$ cat src/rtl/alu_pkg.sv
// Shared types and constants for the accumulator ALU datapath.
package alu_pkg;

  localparam int WIDTH = 8;

  typedef enum logic [1:0] {
    SRC_IMM  = 2'b00,
    SRC_REG  = 2'b01,
    SRC_MEM  = 2'b10,
    SRC_NONE = 2'b11
  } data_src_t;

  typedef enum logic [2:0] {
    OP_ADD = 3'b000,
    OP_ADC = 3'b001,
    OP_SUB = 3'b010,
    OP_SBB = 3'b011,
    OP_AND = 3'b100,
    OP_OR  = 3'b101,
    OP_XOR = 3'b110,
    OP_LD  = 3'b111
  } alu_op_t;

endpackage

$ cat src/rtl/alu_comb.sv
// Combinational ALU: accumulator A, operand B and carry-in C to result, carry and overflow.
module alu_comb
  import alu_pkg::*;
#(
  parameter int W = WIDTH
) (
  input  logic [W-1:0] a,
  input  logic [W-1:0] b,
  input  logic         c,
  input  alu_op_t      op,
  output logic [W-1:0] result,
  output logic         cy,
  output logic         o
);

  logic [W:0] sum_ext;
  logic [W:0] diff_ext;
  logic       cin_add;
  logic       cin_sub;

  assign cin_add = (op == OP_ADC) ? c : 1'b0;
  assign cin_sub = (op == OP_SBB) ? c : 1'b0;

  // Bit W of the widened difference wraps to 1 exactly when a borrow occurs.
  assign sum_ext  = {1'b0, a} + {1'b0, b} + {{W{1'b0}}, cin_add};
  assign diff_ext = {1'b0, a} - {1'b0, b} - {{W{1'b0}}, cin_sub};

  always_comb begin
    result = b;
    cy     = 1'b0;
    o      = 1'b0;
    unique case (op)
      OP_ADD, OP_ADC: begin
        result = sum_ext[W-1:0];
        cy     = sum_ext[W];
        o      = (a[W-1] == b[W-1]) && (sum_ext[W-1] != a[W-1]);
      end
      OP_SUB, OP_SBB: begin
        result = diff_ext[W-1:0];
        cy     = diff_ext[W];
        o      = (a[W-1] != b[W-1]) && (diff_ext[W-1] != a[W-1]);
      end
      OP_AND: result = a & b;
      OP_OR:  result = a | b;
      OP_XOR: result = a ^ b;
      OP_LD:  result = b;
      default: result = b;
    endcase
  end

endmodule

$ cat src/rtl/alu_acc_flags_core.sv
// Operand mux, accumulator and carry/overflow registers around alu_comb; Z/S decode the accumulator.
module alu_acc_flags_core
  import alu_pkg::*;
#(
  parameter int WIDTH = alu_pkg::WIDTH
) (
  input  logic             clk,
  input  logic             rst,
  input  data_src_t        data_src,
  input  logic [WIDTH-1:0] immediate,
  input  logic [WIDTH-1:0] reg_out,
  input  logic [WIDTH-1:0] mem_out,
  input  logic [2:0]       op,
  input  logic             ce_a,
  input  logic             ce_cy,
  output logic [WIDTH-1:0] alu_in,
  output logic [WIDTH-1:0] acc_v,
  output logic             flag_cy,
  output logic             flag_z,
  output logic             flag_s,
  output logic             flag_o
);

  logic [WIDTH-1:0] acc_reg;
  logic             cy_reg;
  logic             o_reg;
  logic [WIDTH-1:0] alu_result;
  logic             alu_cy;
  logic             alu_o;
  alu_op_t          op_dec;

  assign op_dec = alu_op_t'(op);

  always_comb begin
    alu_in = '0;
    unique case (data_src)
      SRC_IMM:  alu_in = immediate;
      SRC_REG:  alu_in = reg_out;
      SRC_MEM:  alu_in = mem_out;
      SRC_NONE: alu_in = '0;
      default:  alu_in = '0;
    endcase
  end

  alu_comb #(.W(WIDTH)) u_alu (
    .a      (acc_reg),
    .b      (alu_in),
    .c      (cy_reg),
    .op     (op_dec),
    .result (alu_result),
    .cy     (alu_cy),
    .o      (alu_o)
  );

  // LD moves data only; it never disturbs the carry/overflow pair.
  always_ff @(posedge clk or posedge rst) begin
    if (rst) begin
      acc_reg <= '0;
      cy_reg  <= 1'b0;
      o_reg   <= 1'b0;
    end else begin
      if (ce_a) begin
        acc_reg <= alu_result;
      end
      if (ce_cy && (op_dec != OP_LD)) begin
        cy_reg <= alu_cy;
        o_reg  <= alu_o;
      end
    end
  end

  assign acc_v   = acc_reg;
  assign flag_cy = cy_reg;
  assign flag_o  = o_reg;
  assign flag_z  = (acc_reg == '0);
  assign flag_s  = acc_reg[WIDTH-1];

endmodule

$ cat config.mk
export PLATFORM = sky130hd
export DESIGN_NAME = alu_acc_flags_core
export DESIGN_NICKNAME = d
export VERILOG_FILES = /design/src/rtl/alu_pkg.sv /design/src/rtl/alu_comb.sv /design/src/rtl/alu_acc_flags_core.sv
export SDC_FILE = /design/constraint.sdc
export NUM_CORES = 1
export LEC_CHECK = 0
export ABC_AREA = 1
export BUFFER_PORTS_ARGS = -buffer_cell sky130_fd_sc_hd__buf_2
export CAP_MARGIN = 0
export CORE_ASPECT_RATIO = 0.8
export CORE_UTILIZATION = 54
export CTS_CLUSTER_DIAMETER = 40
export DETAILED_ROUTE_END_ITERATION = 7
export GPL_ROUTABILITY_DRIVEN = 0
export GPL_TIMING_DRIVEN = 0
export PLACE_DENSITY = 0.81
export SYNTH_ARGS = -nofsm -noshare
export SYNTH_HDL_FRONTEND = slang
export SYNTH_SLANG_ARGS = --single-unit
$ cat constraint.sdc
create_clock -name clk -period 2.47 [get_ports clk]
set_input_delay 0.3705 -clock clk [delete_from_list [all_inputs] [get_ports clk]]
set_output_delay 0.3705 -clock clk [all_outputs]
set_load 0.05 [all_outputs]
======== Word-level counts from Yosys, hierarchy flattened ========
Index checks and enable logic that the tools add are counted.
storage, ports and cells
  bits in registers ....................... 10
  output and inout bits ................... 20
cells by class
  mux-type cells .......................... 6
  bitwise logic cells ..................... 3
  eq/ne operators ......................... 15
  reductions and logical operators ........ 8
  $add $sub $neg .......................... 4
operator list
  operator                                             count
  case mux 8 bit (6 select lines)                      1
  case mux 8 bit (4 select lines)                      1
  equality test 3 bit, second input constant           4
  adder 8 x 8 -> 9 bit                                 1
  adder 9 x 1 -> 9 bit                                 1
  subtractor 8 x 8 -> 9 bit                            1
  subtractor 9 x 1 -> 9 bit                            1
  AND 8 bit                                            1
  zero test 8 bit                                      1
  OR 8 bit                                             1
  XOR 8 bit                                            1
  equality test 3 x 2 -> 1 bit, second input constant  2
  equality test 2 bit, second input constant           2
  case mux 1 bit (2 select lines)                      2
  OR reduction 2 bit                                   2
  equality test 3 x 1 -> 1 bit, second input constant  1
  logical AND 1 bit                                    3
  zero test 3 bit                                      1
  inequality test 1 bit                                3
  inequality test 3 bit, second input constant         1
  equality test 2 x 1 -> 1 bit, second input constant  1
  zero test 2 bit                                      1
  2-to-1 mux 1 bit                                     2
  equality test 1 bit                                  1

======== Depth between registers and ports, before layout ========
  depth in word-level cells ............... 7
  gate-level depth with buffers ........... 21
  gate-level depth less buffers ........... 20

======== Hierarchy ========
Synthesis repeated with hierarchy kept, for this count alone.
unflattened totals
  cells, all modules ...................... 324
  area, all modules ....................... 2,049.5 um^2
by module, submodules not included
  module              seq. area each (um^2)  instances  area an instance (um^2)  cells each
  alu_comb            0.0                    1          1,458.9                  237
  alu_acc_flags_core  250.2                  1          590.6                    87

======== Worst setup path after synthesis ========
Ideal clock, no wire load.
  path kind ............................... in2reg
  start point ............................. in data_src[0]
  end point ............................... reg o_reg, in the netlist flag_o
  path slack .............................. -0.233 ns
  library setup time ...................... 0.120 ns
  data required time ...................... 2.350 ns
  path buffers ............................ 1
  data arrival time ....................... 2.583 ns
  stages on the path ...................... 17
  cells stage by stage .................... inv_2 buf_6 nand3_1 nand2_1 inv_2 nand2_1 ha_1 inv_2 ha_1 nand2_1 nand2_1 a21oi_1 nand2_1 nand2_1 nand3_1 nand3_1 a21oi_1
on the way
  longest elaborated chain between the ends .. 7
RTL lines
  element                                                            line                            text
  start, declared                                                    alu_acc_flags_core.sv:9         input data_src_t data_src,
  equality test 2 bit (tied with other cells)                        alu_acc_flags_core.sv:36        unique case (data_src)
  case mux 8 bit (4 select lines) (*)                                alu_acc_flags_core.sv:36
  net alu_in[4]                                                      alu_acc_flags_core.sv:16        output logic [WIDTH-1:0] alu_in,
  subtractor 8 x 8 -> 9 bit or adder 8 x 8 -> 9 bit (tied branches)  alu_comb.sv:26, alu_comb.sv:25
  subtractor 9 x 1 -> 9 bit or adder 9 x 1 -> 9 bit (tied branches)  alu_comb.sv:26, alu_comb.sv:25
  inequality test 1 bit (on tied branches)                           alu_comb.sv:41, alu_comb.sv:36
  logical AND 1 bit (on tied branches)                               alu_comb.sv:41, alu_comb.sv:36
  case mux 1 bit (2 select lines) (*)                                alu_comb.sv:32                  unique case (op)
  end signal, assigned                                               alu_acc_flags_core.sv:67        o_reg <= alu_o;
  end, declared                                                      alu_acc_flags_core.sv:26        logic o_reg;
The timed path passes the listed nets; every way through them passes the cells marked *.
A chain may end at the register's enable or synchronous reset.

======== Final worst setup path ========
  start point ............................. in data_src[1]
  end point ............................... reg acc_reg[7], in the netlist acc_v[7]
on the way
  longest elaborated chain between the ends .. 5
RTL lines
  element                                                            line                            text
  equality test 2 bit (tied with other cells)                        alu_acc_flags_core.sv:36
  case mux 8 bit (4 select lines) (*)                                alu_acc_flags_core.sv:36
  subtractor 8 x 8 -> 9 bit or adder 8 x 8 -> 9 bit (tied branches)  alu_comb.sv:26, alu_comb.sv:25
  subtractor 9 x 1 -> 9 bit or adder 9 x 1 -> 9 bit (tied branches)  alu_comb.sv:26, alu_comb.sv:25
  case mux 8 bit (6 select lines) (*)                                alu_comb.sv:32
  end signal, assigned                                               alu_acc_flags_core.sv:63        acc_reg <= alu_result;
  end, declared                                                      alu_acc_flags_core.sv:24        logic [WIDTH-1:0] acc_reg;
Every way passes the cells marked *; elsewhere a longest branch is shown, timed or not.

==> results.yml <==
run_status:
  status: "finished, violations left"
  violations: "DRC"
yosys:
  synth-seq-cells: 10
  yosys-top-cells-area: "ha_1 18%, nand2_1 17%, dfrtp_1 12%"
  synth_ff_type: "dfrtp_1"
  ys_types: 33
  netlist_area_sq_um: 2060
  synth-xor-area-share_pct: 1.28
  synth_area_per_cell_sq_um: 5.93
  yosysTopAreaCell: "ha_1"
  yosysWarnings: 0
  synth_top_family_by_area: "simple AND/OR/NAND/NOR gates"
  yosysMostFrequentCell: "nand2_1"
  synth_compound_area_share_pct: 11.6
  synth_edf_count: 0
  yosysSeqAreaShare_pct: 12.2
  muxShareOfSynthArea_pct: 0
  synth_nets: 413
  synth_top_area_share_pct: 18.2
  synthCells: 347
  ys_async_sr_fraction_pct: 100
  synth_commonest_cells: "93 x nand2_1, 47 x inv_1, 42 x nand3_1"
  synthSimpleGateAreaFrac_pct: 40.1
  synth_fa_ha_area_share_pct: 21.2
cts:
  cts.clk_slew.worst_paths_ns: 0.06
  tritoncts: "built"
  cts_buffer_depth: 2
  cts_sinks: 10
  clk_latency_ns: 0.25
  cts_made_buffers: 3
  clock-root-buffer: "clkbuf_8"
  htree_levels: 1
route:
  drc: 5
  vias_per_cell: 5.72
  routedWlPerCell_um: 15.7
  ant_nets: 0
  num_vias: 2586
  drt_iter0_drc: 233
  dr.pass1.iters: 8
  drt_wl_total_um: 7080
worst_setup_path:
  criticalPathCategory: "primary input to flop"
  ff2ff_setup_slack_ns: 0.13
  crit_fanout: 7
  crit_chain: "buf_4, inv_6, buf_4, o21ai_1, nand2_1, o21ai_4, clkinvlp_4, ha_4, inv_4, ha_4, nand2_2, nor2_2, nand2_2, nand2_2, nand2_2, nand3_2, nand2_2, nand3_1, o21ai_1"
  reg2reg_depth: 14
  required_ns: 2.59
  cpMostUsedCell: "nand2_2"
  crit_path_end_kind: "flop"
  start_kind: "primary input"
  worst_ep_arrival_time_ns: 2.50
  crit_slowest_cell: "ha_4"
  critPathMaxStageDelay_ns: 0.31
sta:
  maxSlewViolCount: 0
  worstMarginPinSlew_ns: 0.511
  fmax_mhz: 420
  setup_ws_ns: 0.0906
  timing_hold_violations_final: 0
  fin_crit_ns: 2.38
  slew_headroom_pct: 66.0
  hold_ws_ns: 0.134
  clock_skew_ns: 0.00142
  setup_violations: 0
  min_period_over_period_pct: 96.3
power:
  p_leak_nw: 1.49
  seq_power_share_pct: 11.5
  ir_drop_mv: 0.746
  clkPwrFrac_pct: 9.4
  sw_frac_of_total_pct: 57.6
  p_sw_mw: 1.40
  combPwrFrac_pct: 79.1
  p_int_mw: 1.03
  powerDensity_nw_per_um2: 878
global_route:
  grt_pass1_wl_um: 10800
  grt_max_degree: 11
  overflow: 0
  antenna_found_initial: 0
  grt_pass1_vias: 2348
  grt_usage_pct: 34.4
place:
  dpl.hpwl_um: 4980
  dp_slack_ns: -0.452
  portBuffers: 51
final_layout:
  fin_nets: 477
  area_growth_pct: 34.4
  fin_util_pct: 78.0
  drive_gt1_share_pct: 33.9
  diodes: 0
min_path:
  hold_path_class: "primary input to asynchronous set/reset pin"
floorplanning:
  die_w_um: 71.0
  fp.dieH_um: 57.2
  start_util_pct: 58.1
  row_count: 19
  ios: 53
  coreArea_sq_um: 3540
  die-area_sq_um: 4060
job:
  cap_violations: 0
cells in the final DEF, fill, tap and decap left out, drive strengths merged:
cell	netlist	final
nand3b	2	2
nor3	3	3
nand4	11	11
ha	30	30
o221ai	1	1
and2	1	1
a211oi	1	1
inv	67	66
xor2	3	3
nand2	95	95
clkinv	1	1
or2	1	1
clkbuf	1	6
o21ai	15	15
clkinvlp	0	1
o211ai	1	1
o21bai	1	1
o22ai	1	1
nand3	44	44
o21a	2	2
dfrtp	10	10
buf	3	61
a21oi	19	19
fa	3	3
nor2	31	31
final timing paths:
| check | from | to |
|---|---|---|
| hold reg to reg | flag_o | flag_o |
| setup / recovery | data_src[1] | acc_v[7] |
| setup reg to reg | flag_cy | acc_v[4] |
| max in group asynchronous | rst | flag_cy |
| hold / removal | rst | acc_v[2] |
| min in group clk | ce_a | acc_v[6] |
layer usage:
| metal | wire (um) | vias up | track usage, % | share of wire, % |
|---|---|---|---|---|
| li1 | - | 1245 | - | - |
| met1 | 3020 | 1171 | 48.4 | 43 |
| met2 | 3250 | 149 | 56.5 | 46 |
| met3 | 701 | 21 | 6.18 | 9.9 |
| met4 | 108 | 0 | 5.43 | 1.5 |
| met5 | 0 | - | 0 | 0 |
through the flow:
| stage | instances | cell area (sq um) | total power, mW | setup TNS [ns] |
|---|---|---|---|---|
| after global placement | 440 | 2430 | 1.85 | -2.32 |
| after floorplan | 347 | 2130 | 1.53 | -0.0911 |
| after CTS | 447 | 2560 | 2.18 | 0 |
| after global routing | 452 | 2760 | 2.60 | -0.0945 |
| after detailed placement | 440 | 2430 | 1.88 | -2.71 |
| final | 452 | 2760 | 2.43 | 0 |
repair_timing:
action,4_1_cts,5_1_grt
hold buffers,0,0
pin swaps,2,17
resized for setup,11,38
gates cloned,0,1
setup endpoints to repair,7,8
buffers inserted,3,4
cell type report:
cell class	count	area [sq um]
well taps	42	52.6
inverters	68	282
repair buffers	59	350
flip-flops and latches	10	250
clock buffers	4	55.1
fillers	275	778
plain buffers	4	31.3
multi-input cells	265	1740
logic make-up after synthesis:
logic type	after synthesis
AOI/OAI and AO/OA	41
xor gates and xnor gates	3
adders and majority gates	33
buffers and inverters	72
DFF	10
and+or+nand+nor	188
flip-flops by register name (all words and copies together), names as in the netlist:
| register | count |
|---|---|
| flag_o | 1 |
| flag_cy | 1 |
| acc_v | 8 |
power groups by stage:
stage                     Clock (mW)  Sequential [mW]  Combinational, mW
after global routing           0.229            0.286               2.08
after CTS                      0.224            0.278               1.67
after global placement             0            0.276               1.57
final                          0.229            0.279               1.92
after floorplan                    0            0.448               1.08
after detailed placement           0            0.280               1.60
worst max-delay path: cells and delay by family:
kind,cells,cell delay (ns)
simple gates,9,0.72
fa+ha+maj,2,0.60
compound gates,3,0.25
buf+inv,5,0.55
Power figures use the tool's default switching activity.
